<file path="src/rtl/tlb_op_unit.sv">
// tlb_op_unit: CP0-side TLB register file and TLBP/TLBR/TLBWI/TLBWR sequencer toward the MMU.
package tlb_op_unit_pkg;
    typedef struct packed {
        logic [31:0] entry_hi;
        logic [31:0] entry_lo0;
        logic [31:0] entry_lo1;
        logic [31:0] index;
        logic [31:0] random;
        logic        is_tlbwi;
        logic        is_tlbwr;
    } mmu_req_t;
    typedef struct packed {
        logic        p;
        logic [31:0] index;
        logic [31:0] entry_hi;
        logic [31:0] entry_lo0;
        logic [31:0] entry_lo1;
    } mmu_resp_t;
endpackage

module tlb_op_unit
    import tlb_op_unit_pkg::*;
#(
    parameter int TLB_ENTRIES = 16
) (
    input  logic        clk,
    input  logic        resetn,
    input  logic        op_valid,
    input  logic [1:0]  op_type,
    output logic        op_ready,
    output logic        op_done,
    input  logic        cp0_we,
    input  logic [4:0]  cp0_waddr,
    input  logic [31:0] cp0_wdata,
    input  logic        tlb_exc_valid,
    input  logic [31:0] tlb_exc_vaddr,
    output mmu_req_t    mmu_in,
    input  mmu_resp_t   mmu_out,
    output logic [31:0] index_q,
    output logic [31:0] random_q,
    output logic [31:0] wired_q,
    output logic [31:0] entry_hi_q,
    output logic [31:0] entry_lo0_q,
    output logic [31:0] entry_lo1_q
);
    localparam int IW = $clog2(TLB_ENTRIES);
    localparam logic [31:0] RMAX = 32'(TLB_ENTRIES - 1);
    localparam logic [31:0] IMASK = (32'd1 << IW) - 32'd1;
    localparam logic [31:0] HI_MASK = 32'hFFFF_E0FF;
    localparam logic [31:0] LO_MASK = 32'h03FF_FFFF;

    typedef enum logic [1:0] {IDLE, ISSUE, CAPTURE} state_t;

    state_t      state;
    logic [1:0]  op_q;
    logic        wi_q, wr_q;
    logic [31:0] snap_index, snap_hi, snap_lo0, snap_lo1, snap_random;
    logic        we_idx, we_lo0, we_lo1, we_wired, we_hi, cap_p, cap_r;

    assign op_ready = state == IDLE;
    assign we_idx   = cp0_we && cp0_waddr == 5'd0;
    assign we_lo0   = cp0_we && cp0_waddr == 5'd2;
    assign we_lo1   = cp0_we && cp0_waddr == 5'd3;
    assign we_wired = cp0_we && cp0_waddr == 5'd6;
    assign we_hi    = cp0_we && cp0_waddr == 5'd10;
    assign cap_p    = state == CAPTURE && !op_q[0];
    assign cap_r    = state == CAPTURE && op_q[0];

    always_ff @(posedge clk or negedge resetn) begin
        if (!resetn) begin
            state       <= IDLE;
            op_q        <= 2'b00;
            op_done     <= 1'b0;
            wi_q        <= 1'b0;
            wr_q        <= 1'b0;
            snap_index  <= '0;
            snap_hi     <= '0;
            snap_lo0    <= '0;
            snap_lo1    <= '0;
            snap_random <= '0;
        end else begin
            op_done <= 1'b0;
            wi_q    <= 1'b0;
            wr_q    <= 1'b0;
            if (state == IDLE && op_valid) begin
                state       <= ISSUE;
                op_q        <= op_type;
                op_done     <= op_type[1];
                wi_q        <= op_type == 2'b10;
                wr_q        <= op_type == 2'b11;
                snap_index  <= index_q;
                snap_hi     <= entry_hi_q;
                snap_lo0    <= entry_lo0_q;
                snap_lo1    <= entry_lo1_q;
                snap_random <= random_q;
            end else if (state == ISSUE) begin
                state   <= op_q[1] ? IDLE : CAPTURE;
                op_done <= !op_q[1];
            end else if (state == CAPTURE) begin
                state <= IDLE;
            end
        end
    end

    always_ff @(posedge clk or negedge resetn) begin
        if (!resetn) begin
            index_q     <= '0;
            random_q    <= RMAX;
            wired_q     <= '0;
            entry_hi_q  <= '0;
            entry_lo0_q <= '0;
            entry_lo1_q <= '0;
        end else begin
            random_q <= (we_wired || random_q == wired_q || wired_q >= RMAX) ? RMAX : random_q - 32'd1;
            if (cap_p)
                index_q <= {mmu_out.p, 31'b0} | (mmu_out.index & IMASK);
            else if (we_idx)
                index_q <= (index_q & 32'h8000_0000) | (cp0_wdata & IMASK);
            if (we_wired)
                wired_q <= cp0_wdata & IMASK;
            if (cap_r)
                entry_hi_q <= mmu_out.entry_hi & HI_MASK;
            else if (tlb_exc_valid)
                entry_hi_q <= (tlb_exc_vaddr & 32'hFFFF_E000) | (entry_hi_q & 32'h0000_1FFF);
            else if (we_hi)
                entry_hi_q <= cp0_wdata & HI_MASK;
            if (cap_r)
                entry_lo0_q <= mmu_out.entry_lo0 & LO_MASK;
            else if (we_lo0)
                entry_lo0_q <= cp0_wdata & LO_MASK;
            if (cap_r)
                entry_lo1_q <= mmu_out.entry_lo1 & LO_MASK;
            else if (we_lo1)
                entry_lo1_q <= cp0_wdata & LO_MASK;
        end
    end

    // Idle mirrors live registers so translation ASID follows EntryHi immediately
    always_comb begin
        mmu_in.entry_hi  = op_ready ? entry_hi_q : snap_hi;
        mmu_in.entry_lo0 = op_ready ? entry_lo0_q : snap_lo0;
        mmu_in.entry_lo1 = op_ready ? entry_lo1_q : snap_lo1;
        mmu_in.index     = op_ready ? index_q : snap_index;
        mmu_in.random    = op_ready ? random_q : snap_random;
        mmu_in.is_tlbwi  = wi_q;
        mmu_in.is_tlbwr  = wr_q;
    end
endmodule
</file>
<file path="config.mk">
export PLATFORM = sky130hd
export DESIGN_NAME = tlb_op_unit
export DESIGN_NICKNAME = d
export VERILOG_FILES = /design/src/rtl/tlb_op_unit.sv
export SDC_FILE = /design/constraint.sdc
export NUM_CORES = 1
export LEC_CHECK = 0
export ABC_AREA = 1
export CELL_PAD_IN_SITES_DETAIL_PLACEMENT = 0
export CELL_PAD_IN_SITES_GLOBAL_PLACEMENT = 1
export CORE_AREA = 2 2 215 217
export CTS_BUF_LIST = sky130_fd_sc_hd__clkbuf_16
export CTS_CLUSTER_DIAMETER = 200
export CTS_CLUSTER_SIZE = 8
export DETAILED_ROUTE_END_ITERATION = 7
export DIE_AREA = 0 0 217 219
export PLACE_DENSITY_LB_ADDON = 0.1
export SYNTH_ARGS = -nofsm -noshare
export SYNTH_HDL_FRONTEND = slang
export SYNTH_SLANG_ARGS = --single-unit
</file>
<file path="constraint.sdc">
create_clock -name clk -period 2.2 [get_ports clk]
set_input_delay 0.66 -clock clk [delete_from_list [all_inputs] [get_ports clk]]
set_output_delay 0.66 -clock clk [all_outputs]
set_load 0.005 [all_outputs]
</file>
Word-level counts from Yosys, hierarchy flattened

Index checks and enable logic that the tools add are counted.

Add/sub/neg operators: 1
Magnitude comparators: 1
Equality and inequality tests: 9
Muxes and demuxes: 23
Bitwise gates (word level): 3
Reduce and logical (&&, ||, !) cells: 19

Operators by type and width:

| operator              | number |
|---|---|
| $mux 32               | 15 |
| $or 32x4->32          | 2 |
| $eq 32x4->1           | 1 |
| $or 32x13->32         | 1 |
| $sub 32x1->32 const B | 1 |
| $eq 5x2->1 const B    | 2 |
| $logic_and 1x1->1     | 8 |
| $mux 2                | 4 |
| $eq 2x2->1 const B    | 3 |
| $reduce_bool 2->1     | 3 |
| $reduce_bool 3->1     | 2 |
| $eq 5x3->1 const B    | 1 |
| $eq 5x4->1 const B    | 1 |
| $logic_not 5->1       | 1 |
| $ge 4x4->1 const B    | 1 |
| $mux 1                | 4 |
| $eq 2x1->1 const B    | 1 |
| $logic_not 1->1       | 2 |
| $logic_not 2->1       | 1 |
| $logic_or 1x1->1      | 2 |

Register bits: 331
Output and inout port bits: 356

Depth between registers and ports, before layout

Word-level depth: 5
Mapped depth: 10
Mapped depth without buffers: 10

Worst setup path before layout

No wires, ideal clock.

Path type: register to output
Start: register state[1]
End: output port mmu_in[123] (netlist name)
Arrival: 1.201 ns
Slack: 0.339 ns
Stages on the path, launching flop included: 6
Cells stage by stage: dfrtp_1 > nor2_2 > inv_1 > buf_2 > clkbuf_1 > o21ai_0

RTL lines:

| what                   | line | text |
|---|---|---|
| start, declared        | 54   | `state_t state;` |
| start signal, assigned | 97   | `state <= op_q[1] ? IDLE : CAPTURE;` |
| end, declared          | 37   | `output mmu_req_t mmu_in,` |

==> results.md <==
* Status: complete, but fails checks
* Failing checks: setup timing
* CTS clk-pin slew, worst paths at 0.05 ns
* First-pass GRT wire length at 75.1 mm
* Final Non-Filler Cells at 2779
* Die area at 47500 sq um
* Final critical-path share of the clock period at 126%
* Internal power at 18800 uW
* Area leader, netlist: dfrtp_1
* Crit Reg-Reg Startpoint: random_q[0]$_DFF_PN1_
* Die width at 217 um
* CTS Sinks at 243
* Max-cap viol count at 0
* HPWL Detailed at 38.7 mm
* Clock share of power at 15.7%
* CP arrival at 2.10 ns
* Synth warnings at 0
* Initial Util at 28.1%
* Antenna Violating Nets Remaining at 0
* Drt drc at 0
* Synth Area in Adders at 0.0988%
* Wire per inst at 20.2 um
* CTS Buf Count at 36
* Mapped Area at 12700 sq um
* Final Skew at 0.0115 ns
* Hold depth at 2
* FMAX at 0.362 GHz
* Critical path endpoint category: output port
* Min-delay src: snap_lo0[7]$_DFFE_PN0P_
* Number of global-route vias before repair at 12000
* GRT Total Usage at 21.4%
* Hold Crit Class: register to register
* Max-slew violations at 0
* Crit Path Max Fanout at 8
* Buf/Inv on CP at 7
* Setup violations, final at 117
* PwrDens at 1630 nW/um^2
* Crit-path leading delay family: buffers and inverters
* Final Hold Vio Count at 0
* Register-to-register setup slack at 0.24 ns
* Critical path, cell by cell: nor2_4 > buf_12 > clkinv_16 > buf_12 > buf_8 > buf_16 > buf_6 > nand2_1 > o21ai_1 > buf_2
* Initial antenna violation count at 15
* Share of post-route cells with drive strength above 1 at 23.0%
* Wirelength, routed at 56.1 mm
* Hold-critical path endpoint: snap_lo0[7]$_DFFE_PN0P_
* Most frequent cells in the layout: 437 x nand2_1, 230 x clkdlybuf4s50_1, 227 x dfrtp_1
* Worst path required time at 1.54 ns
* Number of synthesized register bits at 243
* Largest net degree at the start of global routing at 76
* Clock Latency Late Sink at 0.54 ns
* Slowest CP cell: dfrtp_1
* CTS tree: built
* Switching share of power at 42.0%
* Area delta synth->final at 56.8%
* Average vias per placed instance at 4.49
* Leading cell type in the layout, fill and taps excluded: nand2_1
* Setup WS pre-CTS at -0.356 ns
* WS Path Type: register to output port
* Yosys top cell area share at 47.2%
* Post-synthesis cell type count at 32
* Max H-tree Level at 2
* Peak VDD IR at 568 uV
* First-pass DRT Iterations at 6
* Net switching power at 13600 uW
* # port buffers at 386
* Clock Root Buffer: clkbuf_16
* Nature of the critical path startpoint: register
* Cells after DPL at 2640
* Syn Area/Cell at 7.63 sq um
* FF-to-FF End: random_q[28]$_DFF_PN0_
* Multiplexer share of the synthesized area at 0%
* Cells after synthesis at 1660
* RSZ-0062 raised after global routing: yes
* Comb power frac at 59.3%
* Largest family of logic cells by synthesized area: simple AND/OR/NAND/NOR gates
* Clk buf depth at 3
* Post-route setup slack at -0.565 ns
* 1st-iter DRT viols at 844
* Placed cell area at 17300 sq um
* Pleak at 0.00968 uW
* Sequential fraction of the synthesis area at 48.0%
* Vias at 12500
* Remaining global-route overflow at 0
* Synth Area in XOR/XNOR at 1.18%
* Vert. Die Dim at 219 um
* Min Tclk post-route at 2.76 ns
* Compound-Gate Fraction of Synth Area at 14.1%
* GPL Wtd Cong at 0.839
* Most Frequent Cell on Critical Path: buf_12
* Core area at 45100 sq um
* Top post-synthesis cells by area: dfrtp_1 47%, nand2_1 15%, o21ai_0 11%, buf_4 7.7%, nor2_1 4.4%
* I/O Pins at 561
* Worst reg2reg path depth at 11
* Sequential Power Share at 24.9%
* Max incr delay on CP at 0.40 ns
* Setup_tns at -47.95 ns
* Post-Synth Simple-Gate Area at 22.0%
* Final instance area at 19900 sq um
* Final layout net count at 2364
* Row Count at 78
-- repair_timing --
action	in CTS	in global routing
resized for setup	514	368
pin swaps	1	6
setup buffers	21	36
setup endpoints to repair	158	133
endpoints found under the hold margin	27	0
gates cloned	6	25
hold buffers	1	0
-- routing by layer --
metal / GRT usage [%] / part of all wire, % / vias up
met5: 0 / 0.29 / -
met4: 8.84 / 3.5 / 22
met3: 7.12 / 7.4 / 92
met2: 35.5 / 49 / 409
met1: 25.4 / 40 / 5880
li1: - / - / 6066
-- synthesized netlist by cell type, drive strengths merged --
library cell,number
nor2,151
and2,2
a22oi,1
dfstp,4
nand2,504
nand3,47
ha,1
nand4,4
a21oi,2
conb,1
inv,144
xor2,16
buf,171
o21ai,280
xnor2,1
a31oi,52
o31ai,1
o211ai,4
dfrtp,239
or2,1
nor3,3
clkbuf,31
-- state kept, by name (all words and copies together), names as in the netlist, 5 cells and up --
register,cells
random_q,32
snap_random,32
entry_hi_q,27
snap_hi,27
entry_lo0_q,26
entry_lo1_q,26
snap_lo0,26
snap_lo1,26
index_q,5
snap_index,5
-- metrics by stage --
| step | hold slack (ns) | util [%] | total power (uW) |
|---|---|---|---|
| floorplan | 0.364 | - | 14000 |
| global placement | 0.466 | 38.4 | 23000 |
| detailed placement | 0.473 | 38.4 | 23100 |
| CTS | 0.481 | 41.5 | 29200 |
| global route | 0.493 | 44.0 | 34800 |
| finish | 0.482 | 44.1 | 32400 |
-- cell families after synthesis --
| kind of cell | Yosys count |
|---|---|
| and+or+nand+nor | 712 |
| buffers and inverters | 346 |
| AOI/OAI and AO/OA | 340 |
| DFF | 243 |
| xor gates and xnor gates | 17 |
| adders and majority gates | 1 |
| other | 1 |
-- worst min-delay path, stage by stage, from the launching register on --
cell and delay (ns):
dfrtp_1 0.34, nand2_1 0.05, o21ai_0 0.06
-- how the worst max path moves through the flow --
stage | startpoint | endpoint | slack, ns | cells past startpoint
after global placement | state[1]$_DFFE_PN0P_ | mmu_in[28] | -0.35 | 6
after detailed placement | state[1]$_DFFE_PN0P_ | mmu_in[28] | -0.36 | 6
final | state[1]$_DFFE_PN0P_ | mmu_in[104] | -0.56 | 10
after global routing | state[1]$_DFFE_PN0P_ | mmu_in[104] | -0.65 | 10
after CTS | state[0]$_DFFE_PN0P_ | mmu_in[28] | -0.71 | 6
after floorplan | state[1]$_DFFE_PN0P_ | mmu_in[123] | 0.34 | 5
-- power groups by stage --
stage	combinational (uW)	clock (uW)	sequential, uW
after floorplan	6280	0	7750
after global placement	15000	0	7990
after detailed placement	15000	0	8030
after CTS	16000	5270	8000
after global routing	21000	5440	8350
final	19300	5100	8080
-- cell type report --
class,count,area (sq um)
fill,4643,25200
sequential,243,6100
multi-input combinational,1186,5890
timing repair buffer,545,5510
clock buffer,37,926
tap,600,751
inverter,144,567
clock inverter,16,73.8
timing repair inverter,2,32.5
antenna,6,15.0
Power figures use the tool's default switching activity.
